File: config.mk
export PLATFORM = sky130hd
export DESIGN_NAME = timer_compare_counter
export DESIGN_NICKNAME = d
export VERILOG_FILES = /design/src/rtl/timer_compare_counter_pkg.sv /design/src/rtl/timer_prescaler.sv /design/src/rtl/timer_compare_counter.sv
export SDC_FILE = /design/constraint.sdc
export NUM_CORES = 1
export LEC_CHECK = 0
export CAP_MARGIN = 20
export CORE_ASPECT_RATIO = 1.75
export CORE_MARGIN = 10
export CORE_UTILIZATION = 52
export DETAILED_ROUTE_END_ITERATION = 6
export MAX_ROUTING_LAYER = met4
export PLACE_DENSITY_LB_ADDON = 0.05
export SETUP_SLACK_MARGIN = 0.3
export SYNTH_ARGS = -nofsm -noshare
export SYNTH_HDL_FRONTEND = slang
export SYNTH_SLANG_ARGS = --single-unit
File: constraint.sdc
create_clock -name iClk -period 2.81 [get_ports iClk]
set_clock_uncertainty 0.2 [all_clocks]
set_input_delay 0.562 -clock iClk [delete_from_list [all_inputs] [get_ports iClk]]
set_output_delay 0.562 -clock iClk [all_outputs]
set_load 0.01 [all_outputs]
File: src/rtl/timer_compare_counter_pkg.sv
// timer_pkg: shared definitions for the timer blocks.
//   state_t             - timer control state (IDLE/RUN/DONE, 2-bit encoded)
//   DEFAULT_WIDTH       - default counter / compare width
//   DEFAULT_PRESC_WIDTH - default prescaler divider width
//   RESET_COMPARE       - compare value loaded at reset (all ones)
package timer_pkg;

  localparam int unsigned DEFAULT_WIDTH       = 8;
  localparam int unsigned DEFAULT_PRESC_WIDTH = 16;

  localparam logic [DEFAULT_WIDTH-1:0] RESET_COMPARE = '1;

  typedef enum logic [1:0] {
    IDLE = 2'd0,
    RUN  = 2'd1,
    DONE = 2'd2
  } state_t;

endpackage

File: src/rtl/timer_prescaler.sv
// timer_prescaler: programmable clock-enable generator.
//   iClk, iReset  - clock, synchronous active-high reset
//   iEnable       - count while high, hold while low
//   iPrescaleDiv  - tick once every iPrescaleDiv+1 enabled clocks (sampled live)
//   oTick         - combinational tick, high on the last prescaler count
module timer_prescaler
  import timer_pkg::*;
#(
  parameter int unsigned PRESC_WIDTH = DEFAULT_PRESC_WIDTH
) (
  input  logic                   iClk,
  input  logic                   iReset,
  input  logic                   iEnable,
  input  logic [PRESC_WIDTH-1:0] iPrescaleDiv,
  output logic                   oTick
);

  logic [PRESC_WIDTH-1:0] presc;

  assign oTick = iEnable && (presc == iPrescaleDiv);

  // If the divider is lowered below the current count, the plain increment
  // runs on to all-ones and wraps to zero, so the prescaler never locks up.
  always_ff @(posedge iClk) begin
    if (iReset) begin
      presc <= '0;
    end else if (iEnable) begin
      if (oTick) presc <= '0;
      else       presc <= presc + 1'b1;
    end
  end

endmodule

File: src/rtl/timer_compare_counter.sv
// timer_compare_counter: prescaled free-running counter with buffered compare.
//   iClk, iReset     - clock, synchronous active-high reset
//   iEnable          - 1 = count, 0 = pause (IDLE) / leave DONE
//   iOneShot         - stop in DONE after the next match
//   iLoadCompare     - strobe: capture iCompareValue into the shadow register
//   iCompareValue    - new compare value
//   iPrescaleDiv     - counter advances every iPrescaleDiv+1 clocks
//   oCount           - current counter value
//   oComparisonTrue  - registered one-cycle pulse per compare match
//   oRunning         - high while in RUN
module timer_compare_counter
  import timer_pkg::*;
#(
  parameter int unsigned WIDTH       = DEFAULT_WIDTH,
  parameter int unsigned PRESC_WIDTH = DEFAULT_PRESC_WIDTH
) (
  input  logic                   iClk,
  input  logic                   iReset,
  input  logic                   iEnable,
  input  logic                   iOneShot,
  input  logic                   iLoadCompare,
  input  logic [WIDTH-1:0]       iCompareValue,
  input  logic [PRESC_WIDTH-1:0] iPrescaleDiv,
  output logic [WIDTH-1:0]       oCount,
  output logic                   oComparisonTrue,
  output logic                   oRunning
);

  state_t           state;
  logic [WIDTH-1:0] count;
  logic [WIDTH-1:0] shadow;
  logic [WIDTH-1:0] active;
  logic [WIDTH-1:0] shadow_next;
  logic             cmp_true;
  logic             run_en;
  logic             tick;
  logic             match;

  // Counting stops on the same edge iEnable drops, so a pause holds the
  // value seen before it.
  assign run_en = (state == RUN) && iEnable;

  timer_prescaler #(
    .PRESC_WIDTH(PRESC_WIDTH)
  ) u_prescaler (
    .iClk        (iClk),
    .iReset      (iReset),
    .iEnable     (run_en),
    .iPrescaleDiv(iPrescaleDiv),
    .oTick       (tick)
  );

  // A load on a match cycle bypasses the shadow straight into active.
  assign shadow_next = iLoadCompare ? iCompareValue : shadow;
  assign match       = tick && (count == active);

  always_ff @(posedge iClk) begin
    if (iReset) begin
      state    <= IDLE;
      count    <= '0;
      cmp_true <= 1'b0;
      shadow   <= '1;
      active   <= '1;
    end else begin
      cmp_true <= match;
      shadow   <= shadow_next;
      if (match || (state != RUN)) active <= shadow_next;

      case (state)
        IDLE: begin
          if (iEnable) state <= RUN;
        end
        RUN: begin
          if (!iEnable) begin
            state <= IDLE;
          end else if (tick) begin
            if (match) begin
              count <= '0;
              if (iOneShot) state <= DONE;
            end else begin
              count <= count + 1'b1;
            end
          end
        end
        DONE: begin
          count <= '0;
          if (!iEnable) state <= IDLE;
        end
        default: state <= IDLE;
      endcase
    end
  end

  assign oCount          = count;
  assign oComparisonTrue = cmp_true;
  assign oRunning        = (state == RUN);

endmodule

======== Word-level counts from Yosys, hierarchy flattened ========
Cells that the tools add are included.
word-level totals
  flip-flop bits (word level) ............. 43
  bits of input ports ..................... 29
  output and inout bits ................... 10
cells by class
  $add $sub $neg .......................... 2
  equal/unequal tests ..................... 12
  mux-type cells .......................... 13
  reductions and logical operators ........ 8
operators by type and width
  operator                                                                 number
  8-bit two-way mux                                                        4
  16-bit by 1-bit adder with 16-bit output, second input constant          1
  16-bit == test                                                           1
  16-bit two-way mux                                                       1
  8-bit one-hot mux with 2 select lines                                    1
  2-bit two-way mux                                                        6
  8-bit by 1-bit adder with 8-bit output, second input constant            1
  8-bit == test                                                            1
  2-bit inequality test, second input constant                             3
  3-bit by 2-bit inequality test with 1-bit output, second input constant  2
  2-bit one-hot mux with 3 select lines                                    1
  5-bit AND reduction                                                      1
  2-bit by 1-bit inequality test with 1-bit output, second input constant  2
  1-bit logical AND                                                        3
  3-bit inequality test, second input constant                             1
  3-bit AND reduction                                                      1
  2-bit by 1-bit == test with 1-bit output, second input constant          1
  2-bit == test, second input constant                                     1
  2-bit zero test                                                          1
  2-bit nonzero test                                                       1
  1-bit logical OR                                                         1

======== Longest topological paths before layout ========
  depth after elaboration ................. 8
  mapped depth ............................ 10
  depth with buffers taken out ............ 6

======== By module ========
Synthesis repeated with hierarchy kept, for this count alone.
unflattened totals
  cell total of the unflattened synthesis .. 232
  area total of the unflattened synthesis .. 2234.6 um2
modules (own cells, without submodules)
  module                 times used  cells each  area each (um2)  seq. area each (um2)
  timer_compare_counter  1           122         1255.0           540.5
  timer_prescaler        1           110         979.7            320.3

======== Worst setup path before layout ========
No wires, ideal clock.
  path type ............................... input to register
  from .................................... in iPrescaleDiv[14]
  to ...................................... reg u_prescaler.presc[10]
  setup time .............................. 0.115 ns
  arrival time ............................ 1.949 ns
  data required time ...................... 2.495 ns
  setup slack ............................. 0.547 ns
  stages on the path ...................... 9
  buffers on the path ..................... 3
  cells stage by stage .................... xnor2_1 > nand4_2 > nor4_4 > and2_1 > buf_2 > or2_1 > buf_2 > buf_4 > nor2_1
on the way
  cells in the longest elaborated chain, start to end .. 3
ends and longest elaborated chain
  element                 RTL line                     text
  start: declaration      timer_compare_counter.sv:23  input logic [PRESC_WIDTH-1:0] iPrescaleDiv,
  16-bit == test          timer_prescaler.sv:20        assign oTick = iEnable && (presc == iPrescaleDiv);
  1-bit logical AND       timer_prescaler.sv:20
  16-bit two-way mux      timer_prescaler.sv:28        if (oTick) presc <= '0;
  end signal: assignment  timer_prescaler.sv:29        else presc <= presc + 1'b1;
  end: declaration        timer_prescaler.sv:18        logic [PRESC_WIDTH-1:0] presc;
No other way between the ends.
A chain may end at the register's enable or synchronous reset.

======== Worst setup path in the final report ========
  from .................................... in iPrescaleDiv[9]
  to ...................................... reg active[4]
on the way
  cells in the longest elaborated chain, start to end .. 4
ends and longest elaborated chain
  element                 RTL line                     text
  16-bit == test          timer_prescaler.sv:20
  1-bit logical AND       timer_prescaler.sv:20
  1-bit logical AND       timer_compare_counter.sv:55  assign match = tick && (count == active);
  1-bit logical OR        timer_compare_counter.sv:67  if (match || (state != RUN)) active <= shadow_next;
  end signal: assignment  timer_compare_counter.sv:67
  end: declaration        timer_compare_counter.sv:32  logic [WIDTH-1:0] active;
No other way between the ends.

==> qor.yml <==
critPathRequiredTime_ns: 2.81
core_area_mm2: 0.00394
yosysTopAreaCell: "dfxtp_1"
power_leakage_nw: 1.02
routed_wl_mm: 4.84
syn_area_mm2: 0.00214
synth_compound_area_share_pct: 7.71
yosysSeqAreaShare_pct: 40.2
post-dp-hpwl_mm: 3.75
ant_nets: 0
n_antenna_cell: 0
arrival_ns: 2.46
root_buffer: "clkbuf_8"
yosys-top-cells-area: "dfxtp_1 40%, xnor2_1 11%, mux2_2 4.2%"
gp_congestion: 0.836
relSlewSlack_pct: 66.3
clock_latency_ns: 0.30
cts_tree: "done"
vias: 1697
synth_cell_types: 42
yosysMostFrequentCell: "dfxtp_1"
grt_max_degree: 24
grtUsageTotal_pct: 14.4
clockBufferDepth: 2
p_per_area_mw_per_mm2: 478
min_path_type: "reg -> reg"
ios: 39
syn-num-nets: 256
synthAdderAreaFrac_pct: 1.17
max_freq_mhz: 406
post-route-min-period_ns: 2.47
grt_pass1_vias: 1726
drt-initial-drc-count: 57
synth-seq-cells: 43
cpPeakStageDelay_ns: 0.50
synthArstFlopShare_pct: 0
wl_per_cell_um: 15.0
clk_pin_slew_ns: 0.09
whs_ns: 0.301
cp_max_fo: 8
postPlaceCellArea_mm2: 0.00264
die_w_um: 68.5
synth_top_family_by_area: "simple AND/OR/NAND/NOR gates"
final_cells: 322
dp.cells: 313
tightest_slew_ns: 0.504
areaGrowthSynthToFinish_pct: 31.5
run_status: "completed"
synthSimpleGateAreaFrac_pct: 25.6
drc: 0
synth_xor_area_share_pct: 18.3
die_h_um: 105
endpoint_kind: "flop"
crit_chain: "clkdlybuf4s50_1, xnor2_2, nand4_2, nor4_4, buf_4, nand3_1, nand2_1, buf_12, mux2_2"
timing.final.crit_share_pct: 87.7
synthMuxAreaShare_pct: 4.67
ys.flop_type: "dfxtp_1"
yosys.area.top_type_share_pct: 40.2
cts-buffers-inserted: 5
final_area_mm2: 0.00282
hold_viol_final: 0
critPathBufInv: 3
die_area_mm2: 0.00719
slew_viol_final: 0
total_power_w: 0.00135
gr-total-overflow: 0
setup_viol: 0
viasPerCell: 5.27
grt_setup_unrepaired: "no"
htreeDepth: 2
antenna_found_initial: 0
ir_drop_mv: 0.477
max_cap_viol_count: 0
numClockSinks: 43
syn_area_per_cell_um2: 9.53
critPathLaunchType: "input port"
io_buffers: 38
layout-drive-gt1-share_pct: 18.2
crit_family: "buffers and inverters"
ys_top_cells_by_count: "43 x dfxtp_1, 26 x xnor2_1, 23 x nor2_1"
num_rows: 30
netlist_instances: 225
grt_pass1_wl_mm: 7.91
start_util_pct: 54.4
yosys_warnings: 0
nets: 304
worstSetupPathType: "in -> reg"
synth_edf_count: 0
crit_slowest_cell: "clkdlybuf4s50_1"
firstDrtPassIters: 4
-- metrics by stage --
stage	setup TNS, ns	setup WS (ns)	utilization, %
finish	0	0.345	71.5
global route	0	0.292	71.5
CTS	0	0.303	70.6
detailed placement	-0.792	-0.0807	67.0
global placement	-0.711	-0.0563	67.0
floorplan	0	0.547	-
-- kinds of logic after synthesis --
logic type,Yosys count
fa+ha+maj,2
xor+xnor,40
compound gates,24
simple gates,97
mux,9
buf+inv,10
flops,43
-- registers in the layout, summed over array words and instances (netlist names) --
register,cells
active,8
oComparisonTrue,1
oCount,8
shadow,8
state,2
u_prescaler.presc,16
-- cell type report --
cell class | count | area [um^2]
Clock buffer | 5 | 68.8
Clock inverter | 3 | 67.6
Timing Repair Buffer | 49 | 492
Multi-Input combinational cell | 172 | 1260
Inverter | 2 | 7.51
Sequential cell | 43 | 861
Fill cell | 335 | 1120
Tap cell | 48 | 60.1
-- metal layers --
layer  share of wire (%)  wire, um  up-vias  track usage [%]
li1                    -         -      868                -
met1                  40      1910      790             13.9
met2                  55      2680       33             25.6
met3                 3.8       185        6             3.74
met4                 1.4        66        0             5.20
met5                   0         0        -                -
-- power breakdown --
group | internal, W | switching, W | leakage (nW) | total (W)
registers | 0.000628 | 0.0000101 | 0.351 | 0.000638
clock network | 0.000354 | 0.000218 | 0.0644 | 0.000573
logic | 0.0000861 | 0.0000498 | 0.604 | 0.000136
-- timing repair --
| action | CTS | global route |
|---|---|---|
| pin swaps | 1 | 4 |
| setup buffers | 1 | 0 |
| hold buffers | 0 | 0 |
| hold endpoints to repair | 0 | 0 |
| setup endpoints to repair | 25 | 21 |
| resized for setup | 1 | 6 |
-- final timing paths --
path	startpoint	to	slack, ns	depth (start not counted)
max	iPrescaleDiv[9]	active[4]$_SDFFE_PP1P_	0.34	9
min	state[1]$_SDFFE_PP0P_	state[0]$_SDFFE_PP0P_	0.30	1
max reg2reg	u_prescaler.presc[3]$_SDFFE_PP0P_	active[4]$_SDFFE_PP1P_	0.52	8
min reg2reg	state[1]$_SDFFE_PP0P_	state[0]$_SDFFE_PP0P_	0.30	1
-- placed cells by master (no fill, tap or decap), types with 2 or more instances in the layout --
master,instances
buf_12,2
nand4_2,2
nand2b_1,4
xnor2_2,7
nand4_1,8
ha_1,2
o21ai_0,4
clkbuf_8,5
clkdlybuf4s50_1,35
and3_1,2
nor2_1,23
nor2b_1,12
or3_1,2
dfxtp_1,43
bufinv_16,2
nor3_1,4
nor3b_1,3
nand2_1,10
or2_2,8
xor2_1,10
a211o_1,8
mux2_2,8
buf_4,9
a21oi_1,7
dlymetal6s2s_1,2
xnor2_1,22
inv_1,2
nand3_1,10
Power figures use the tool's default switching activity.
